### config.mk
export PLATFORM = sky130hd
export DESIGN_NAME = sorteador_papeis
export DESIGN_NICKNAME = d
export VERILOG_FILES = /design/src/rtl/sorteio_pkg.sv /design/src/rtl/lfsr_galois.sv /design/src/rtl/sorteador_papeis.sv
export SDC_FILE = /design/constraint.sdc
export NUM_CORES = 1
export LEC_CHECK = 0
export CAP_MARGIN = 10
export CORE_MARGIN = 3
export CORE_UTILIZATION = 30
export CTS_CLUSTER_SIZE = 8
export DETAILED_ROUTE_END_ITERATION = 16
export DONT_BUFFER_PORTS = 1
export PLACE_DENSITY = 0.53
export SLEW_MARGIN = 20
export SYNTH_ARGS = -nofsm -noshare
export SYNTH_HDL_FRONTEND = slang
export SYNTH_SLANG_ARGS = --single-unit
export TNS_END_PERCENT = 1
### constraint.sdc
create_clock -name clock -period 8.5 [get_ports clock]
set_input_delay 0.425 -clock clock [delete_from_list [all_inputs] [get_ports clock]]
set_output_delay 0.425 -clock clock [all_outputs]
set_load 0.03 [all_outputs]
### src/rtl/sorteio_pkg.sv
// sorteio_pkg: role codes, FSM state encoding and LFSR constants shared by the role-assignment engine.
package sorteio_pkg;
    localparam logic [1:0] PAPEL_ALDEAO  = 2'b00;
    localparam logic [1:0] PAPEL_LOBO    = 2'b01;
    localparam logic [1:0] PAPEL_MEDICO  = 2'b10;
    localparam logic [1:0] PAPEL_VIDENTE = 2'b11;
    localparam logic [15:0] LFSR_TAPS = 16'hB400;
    localparam logic [15:0] LFSR_INIT = 16'h0001;
    typedef enum logic [2:0] {
        OCIOSO  = 3'd0,
        SORTEIA = 3'd1,
        PRONTO  = 3'd2
    } estado_t;
    function automatic logic [15:0] lfsr_step(input logic [15:0] s);
        return s[0] ? ({1'b0, s[15:1]} ^ LFSR_TAPS) : {1'b0, s[15:1]};
    endfunction
endpackage

### src/rtl/lfsr_galois.sv
// lfsr_galois: 16-bit Galois LFSR with optional XOR mixing of external entropy; a zero result restarts from LFSR_INIT.
module lfsr_galois
    import sorteio_pkg::*;
(
    input  logic        clock,
    input  logic        reset,
    input  logic        en,
    input  logic [15:0] mix,
    input  logic        mix_valid,
    output logic [15:0] estado
);
    logic [15:0] prox;
    always_comb begin
        prox = en ? lfsr_step(estado) : estado;
        prox = mix_valid ? prox ^ mix : prox;
    end
    always_ff @(posedge clock) begin
        if (reset) estado <= LFSR_INIT;
        else       estado <= (prox == 16'h0) ? LFSR_INIT : prox;
    end
endmodule

### src/rtl/sorteador_papeis.sv
// sorteador_papeis: deals wolves, doctors and (with SORTEADOR_VIDENTE_EN defined) one seer to N_JOG players
// using an LFSR-driven placement FSM that falls back to the lowest free slot after MAX_TENT rejected draws.
module sorteador_papeis
    import sorteio_pkg::*;
#(
    parameter int N_JOG     = 5,
    parameter int N_LOBOS   = 1,
    parameter int N_MEDICOS = 1,
    parameter int MAX_TENT  = 15
) (
    input  logic               clock,
    input  logic               reset,
    input  logic               botao,
    input  logic               inicia,
    output logic [2*N_JOG-1:0] papeis,
    output logic               pronto,
    output logic               ocupado,
    output logic [15:0]        db_seed,
    output logic [2:0]         db_estado
);
`ifdef SORTEADOR_VIDENTE_EN
    localparam int N_VID = 1;
`else
    localparam int N_VID = 0;
`endif
    localparam int N_PAPEIS = N_LOBOS + N_MEDICOS + N_VID;
    localparam int IDX_W    = $clog2(N_JOG);

    if (N_PAPEIS > N_JOG || N_LOBOS < 1 || N_JOG < 2 || N_JOG > 16 || MAX_TENT < 1 || MAX_TENT > 255) begin : g_param_err
        $error("sorteador_papeis: invalid parameter combination");
    end

    estado_t     estado;
    logic [15:0] lfsr, ciclo;
    logic        botao_q;
    logic [4:0]  n_pap;
    logic [7:0]  tent;
    logic [3:0]  cand, livre, alvo;
    logic        cand_ok, fallback, grava;
    logic [1:0]  papel;

    lfsr_galois u_lfsr (
        .clock     (clock),
        .reset     (reset),
        .en        (1'b1),
        .mix       (ciclo),
        .mix_valid (botao & ~botao_q),
        .estado    (lfsr)
    );

    // Scanning from the top index down leaves livre at the lowest free player.
    always_comb begin
        cand    = 4'(lfsr[IDX_W-1:0]);
        livre   = '0;
        cand_ok = 1'b0;
        for (int i = N_JOG - 1; i >= 0; i--) begin
            if (papeis[2*(N_JOG-1-i) +: 2] == PAPEL_ALDEAO) begin
                livre   = 4'(i);
                cand_ok = cand_ok | (cand == 4'(i));
            end
        end
        fallback = tent == 8'(MAX_TENT);
        grava    = fallback | cand_ok;
        alvo     = fallback ? livre : cand;
        papel    = n_pap < 5'(N_LOBOS) ? PAPEL_LOBO :
                   n_pap < 5'(N_LOBOS + N_MEDICOS) ? PAPEL_MEDICO : PAPEL_VIDENTE;
    end

    always_ff @(posedge clock) begin
        if (reset) begin
            estado  <= OCIOSO;
            papeis  <= '0;
            pronto  <= 1'b0;
            ocupado <= 1'b0;
            db_seed <= '0;
            n_pap   <= '0;
            tent    <= '0;
            ciclo   <= '0;
            botao_q <= 1'b0;
        end else begin
            ciclo   <= ciclo + 16'd1;
            botao_q <= botao;
            if (estado != SORTEIA && inicia) begin
                estado  <= SORTEIA;
                db_seed <= lfsr;
                papeis  <= '0;
                n_pap   <= '0;
                tent    <= '0;
                pronto  <= 1'b0;
                ocupado <= 1'b1;
            end else if (estado == SORTEIA) begin
                if (grava) begin
                    papeis[2*(N_JOG-1-int'(alvo)) +: 2] <= papel;
                    n_pap <= n_pap + 5'd1;
                    tent  <= '0;
                    if (n_pap == 5'(N_PAPEIS - 1)) begin
                        estado  <= PRONTO;
                        pronto  <= 1'b1;
                        ocupado <= 1'b0;
                    end
                end else begin
                    tent <= tent + 8'd1;
                end
            end
        end
    end

    assign db_estado = estado;
endmodule

; After elaboration in Yosys (flattened, before gate mapping)
; Cells that the tools add are included.
[op_classes]
n_lt_le_gt_ge = 2
eq_ne = 8
n_div = 0
n_bitwise = 9
reduce_logical = 16
mul = 0
muxes = 25
add_sub_neg = 5
shifts = 2
[op_table]
columns = operator, count
row1 = $neg A6 Y33, 1
row2 = $shift A2 B33 Y10 const A, 1
row3 = $shiftx A2 B33 Y10, 1
row4 = $mux W16, 2
row5 = $add A16 B1 Y16 const B, 1
row6 = $logic_not A16 Y1, 1
row7 = $mux W4, 4
row8 = $xor A16 B16 Y16, 1
row9 = $mux W1, 14
row10 = $bwmux W10, 1
row11 = $logic_not A2 Y1, 5
row12 = $add A8 B1 Y8 const B, 1
row13 = $eq A8 B4 Y1 const B, 1
row14 = $mux W8, 1
row15 = $eq A3 B2 Y1 const B, 2
row16 = $mux W3, 2
row17 = $reduce_and A3 Y1, 2
row18 = $reduce_bool A2 Y1, 3
row19 = $add A5 B1 Y5 const B, 1
row20 = $eq A5 B1 Y1 const B, 1
row21 = $lt A5 B1 Y1 const B, 1
row22 = $lt A5 B2 Y1 const B, 1
row23 = $or A1 B1 Y1, 5
row24 = $sub A3 B4 Y5 const A, 1
row25 = 12 further kinds, 13
[word_totals]
ff_bits = 75
latchBits = 0
memories = 0
romBits = 0
ramBits = 0

; Longest topological paths before layout
[depth]
ltp_word = 14
ltp_mapped = 14
ltp_nobuf = 14

; Hierarchy
; Synthesis repeated with hierarchy kept, for this count alone.
[unflattened]
hier_cells = 439
area_unflattened_um2 = 3732.3
[modules_own_cells]
columns = module, n_inst, area_per_inst_um2, cells_per_inst
row1 = sorteador_papeis, 1, 2805.2, 328
row2 = lfsr_galois, 1, 927.1, 111

; Worst setup path before layout
; No wires, ideal clock.
[synth_path]
path_type = register to register
start = register tent[0]
end = register papeis[8]
arrival_ns = 2.795
period_less_slack_ns = 2.867
n_path_buf = 1
stages_incl_launch_ff = 15
slack_ns = 5.633
setup_ns = 0.072
cell_sequence = dfxtp_1 -> ha_1 -> and4bb_4 -> and2_1 -> buf_6 -> a31oi_2 -> ha_1 -> inv_1 -> ha_1 -> xor2_1 -> nand2_1 -> nor2_1 -> o211ai_1 -> nor3_2 -> mux2i_1
[synth_via]
elab_chain_cells = 6
word_cells_on_any_way = 9
classes_between = add/sub (2) / eq/ne (1) / shift (2) / mux (2) / bitwise (1) / reduce/logical (1)
[synth_lines]
columns = item, line_no
row1 = start: declaration, sorteador_papeis.sv:37  ; logic [7:0] tent;
row2 = start signal: assignment, sorteador_papeis.sv:102  ; tent <= tent + 8'd1;
row3 = $eq A8 B4 Y1 (*), sorteador_papeis.sv:62  ; fallback = tent == 8'(MAX_TENT);
row4 = $mux W4, sorteador_papeis.sv:64  ; alvo = fallback ? livre : cand;
row5 = $sub A3 B4 Y5, sorteador_papeis.sv:93  ; papeis[2*(N_JOG-1-int'(alvo)) +: 2] <= papel;
row6 = $neg A6 Y33, sorteador_papeis.sv:93
row7 = $shiftx A2 B33 Y10 or $shift A2 B33 Y10 (tied branches), sorteador_papeis.sv:93
row8 = $bwmux W10, sorteador_papeis.sv:93
row9 = end signal: indexed assignment, sorteador_papeis.sv:93
row10 = end: declaration, sorteador_papeis.sv:15  ; output logic [2*N_JOG-1:0] papeis,
; Mark *: on every way between the ends. The rest lies on a longest branch, timed or not.
; A chain may end at the register's enable or synchronous reset.

; Worst setup path after layout
[layout_path]
start = register tent[0]
end = register papeis[9]
; Same word-level chain as after synthesis.

==> results_dict.tcl <==
set metrics [dict create \
    cp_slowest_stage_delay_ns 0.38 \
    power.leakage_nw 1.38 \
    drive_gt1_share_pct 5.93 \
    r2r_start "tent[0]$_SDFFE_PP0P_" \
    synth_largest_area_cell "dfxtp_1" \
    io_buffers 0 \
    crit_chain "ha_1 > and4bb_4 > and2_1 > a31oi_2 > ha_1 > inv_1 > ha_1 > xor2_1 > nand2_1 > nor2_1 > o211ai_1 > nor3_2 > mux2i_1" \
    cts_buffers 9 \
    yosys.cell_count.top_type "nand2_1" \
    power_mw 0.822 \
    clock_latency_ns 0.34 \
    r2r_end "papeis[9]$_SDFFE_PP0P_" \
    setup_violations 0 \
    setup_slack_ns 5.31 \
    hold_viol_final 0 \
    status "completed" \
    critical_path.startpoint "tent[0]$_SDFFE_PP0P_" \
    relSlewSlack_pct 51.3 \
    core_sq_um 12300 \
    fin_nets 461 \
    fin_skew_ns 0.00763 \
    crit_path_end_kind "register" \
    period_share_pct 37.5 \
    clock-root-buffer "clkbuf_16" \
    grt_overflow_total 0 \
    slew_violations 0 \
    rsz0062_at_grt "false" \
    grt_max_degree 53 \
    crit_path_max_fanout 9 \
    crit_required_ns 8.76 \
    cp.arrival_ns 3.45 \
    grt_pass1_vias 2857 \
    grt_pass1_wl_um 14600 \
    start_kind "register" \
    cp_common_cell "ha_1" \
    start_util_pct 31.2 \
    vias 3005 \
    crit_type "reg -> reg" \
    cp-endpoint "papeis[9]$_SDFFE_PP0P_" \
    drtIter0Drc 141 \
    dp.cells 607 \
    pin_count 35 \
    wl_um 8460 \
    cap_violations 0 \
    avgViaCountPerCell 4.82 \
    clk_pin_slew_worst_paths_ns 0.06 \
    syn_avg_cell_area_sq_um 8.12 \
    synth_area_leaders "dfxtp_1 (39%), nand2_1 (7.7%), xor2_1 (6.9%)" \
    ir_drop_mv 0.0934 \
    setup_tns_ns 0 \
    cpMaxStageDelayCell "dfxtp_1" \
    cts_sinks 74 \
    synthFlopType "dfxtp_1" \
    area_growth_syn_to_layout_pct 9.16 \
    clockBufferDepth 2 \
    antenna_found_initial 0 \
    preCtsSetupSlack_ns 5.39 \
    drcViolationCount 0 \
    rows 40 \
    ys_seq_elements 74 \
    dr.pass1.iters 4 \
    dieArea_sq_um 14100 \
    synth.top_cells.by_count "nand2_1 (78), dfxtp_1 (74), nor2_1 (64)" \
    yosys_warnings 0 \
    fillCellCount 1273 \
    netlist.area_leader.share_pct 38.7 \
    h-tree-depth 3 \
    hpwlAfterDp_um 6000 \
    worst_pin_slew_ns 0.730 \
    netlist_area_sq_um 3830 \
    post_cts_buffers 0 \
    gp_congestion 0.814 \
    power.density_nw_per_um2 197 \
    holdCritPathClass "in -> reg" \
    grt_use_total_pct 12.9 \
    fin_crit_ns 3.19 \
    cts_hold_buf 0 \
    async_flop_share_pct 0 \
    antenna_cells 0 \
    dieWidth_um 119 \
    ys_types 57 \
    seq_area_frac_synth_pct 38.7 \
    synth_edf_count 0 \
    cts-resized-gates 0 \
    final_cells 623 \
    detail_route.wl_per_cell_um 13.6 \
    die_h_um 119 \
    syn-instance-count 471 \
    r2r_setup_slack_ns 5.31 \
    ff2ff_path_depth 13 \
    max_freq_mhz 314 \
    syn_nets 482 \
    postRouteAntennaNets 0 \
    cts_tree "done" \
]
registers in the layout (all words and copies together) (netlist names):
| register | flops |
|---|---|
| botao_q | 1 |
| papeis | 10 |
| db_estado | 2 |
| db_seed | 16 |
| tent | 8 |
| u_lfsr.estado | 16 |
| n_pap | 5 |
| ciclo | 16 |
worst min path at each step:
stage	start	endpoint	slack, ns	cells past startpoint
after floorplan	u_lfsr.estado[13]$_SDFF_PP0_	db_seed[13]$_SDFFE_PP0P_	0.44	2
after global routing	reset	ciclo[0]$_SDFF_PP0_	0.14	1
after global placement	tent[1]$_SDFFE_PP0P_	tent[1]$_SDFFE_PP0P_	0.46	2
final	reset	db_seed[4]$_SDFFE_PP0P_	0.16	1
after CTS	reset	ciclo[0]$_SDFF_PP0_	0.14	1
after detailed placement	u_lfsr.estado[13]$_SDFF_PP0_	db_seed[13]$_SDFFE_PP0P_	0.49	2
layout by cell type, fill, tap and decap left out, types with 4 or more instances in the layout:
cell	Yosys	layout
nor2_1	64	64
nor3_1	5	5
or3_1	5	5
nand2b_1	7	7
and2_1	4	4
nand3_1	14	14
nor2b_1	5	5
xor2_1	30	30
dfxtp_1	74	74
mux2i_1	8	8
a31oi_1	9	9
nand2_1	78	78
xnor2_1	19	19
o32ai_1	7	7
o21ai_0	9	9
inv_1	5	5
ha_1	7	7
a21oi_1	29	29
and3_1	4	4
clkbuf_16	0	9
nand4_1	9	9
nor4bb_1	6	6
kinds of logic (layout without fill, tap and decap cells):
logic type,Yosys count,after routing,share of synthesized area (%)
simple gates,218,218,27.9
xor+xnor,49,49,11.2
fa+ha+maj,7,7,2.29
buf+inv,38,22,4.55
mux,9,9,2.68
flops,74,74,38.7
compound gates,75,75,12.6
other cells,1,1,0.0980
metal layers:
| layer | wire, um | global-route usage, % | vias to the layer above |
|---|---|---|---|
| met5 | 0 | 0 | - |
| met4 | 186 | 6.15 | 0 |
| met3 | 250 | 2.71 | 15 |
| li1 | - | - | 1565 |
| met2 | 4000 | 20.9 | 46 |
| met1 | 4020 | 16.3 | 1379 |
stage by stage:
step	cell area [sq um]	utilization (%)	hold WS (ns)
floorplan	3830	-	0.443
global placement	3890	31.7	0.462
detailed placement	3890	31.7	0.487
CTS	4180	34.1	0.141
global route	4180	34.1	0.143
finish	4180	34.1	0.159
report_power, final:
| group | internal (mW) | switching [mW] |
|---|---|---|
| sequential | 0.357 | 0.0231 |
| clock | 0.226 | 0.145 |
| combinational | 0.0283 | 0.0421 |
worst max-delay path, delay by kind of cell (launching register included):
kind                     cells  cell delay (ns)
AO/OA/AOI/OAI                2             0.38
XOR/XNOR                     1             0.34
adder cells (fa/ha/maj)      3             0.69
buffers and inverters        1             0.05
flip-flops                   1             0.38
multiplexers                 1             0.21
AND/OR/NAND/NOR              5             1.04
area by class of cell:
class | count | area, sq um | share of cell area (%)
multi-input cells | 359 | 2170 | 52.0
well taps | 168 | 210 | 5.03
clock inverters | 5 | 55.1 | 1.32
repair buffers | 1 | 7.51 | 0.180
flip-flops and latches | 74 | 1480 | 35.5
clock buffers | 11 | 233 | 5.57
inverters | 5 | 18.8 | 0.449
Note: power is estimated with default switching activity, not from simulation.
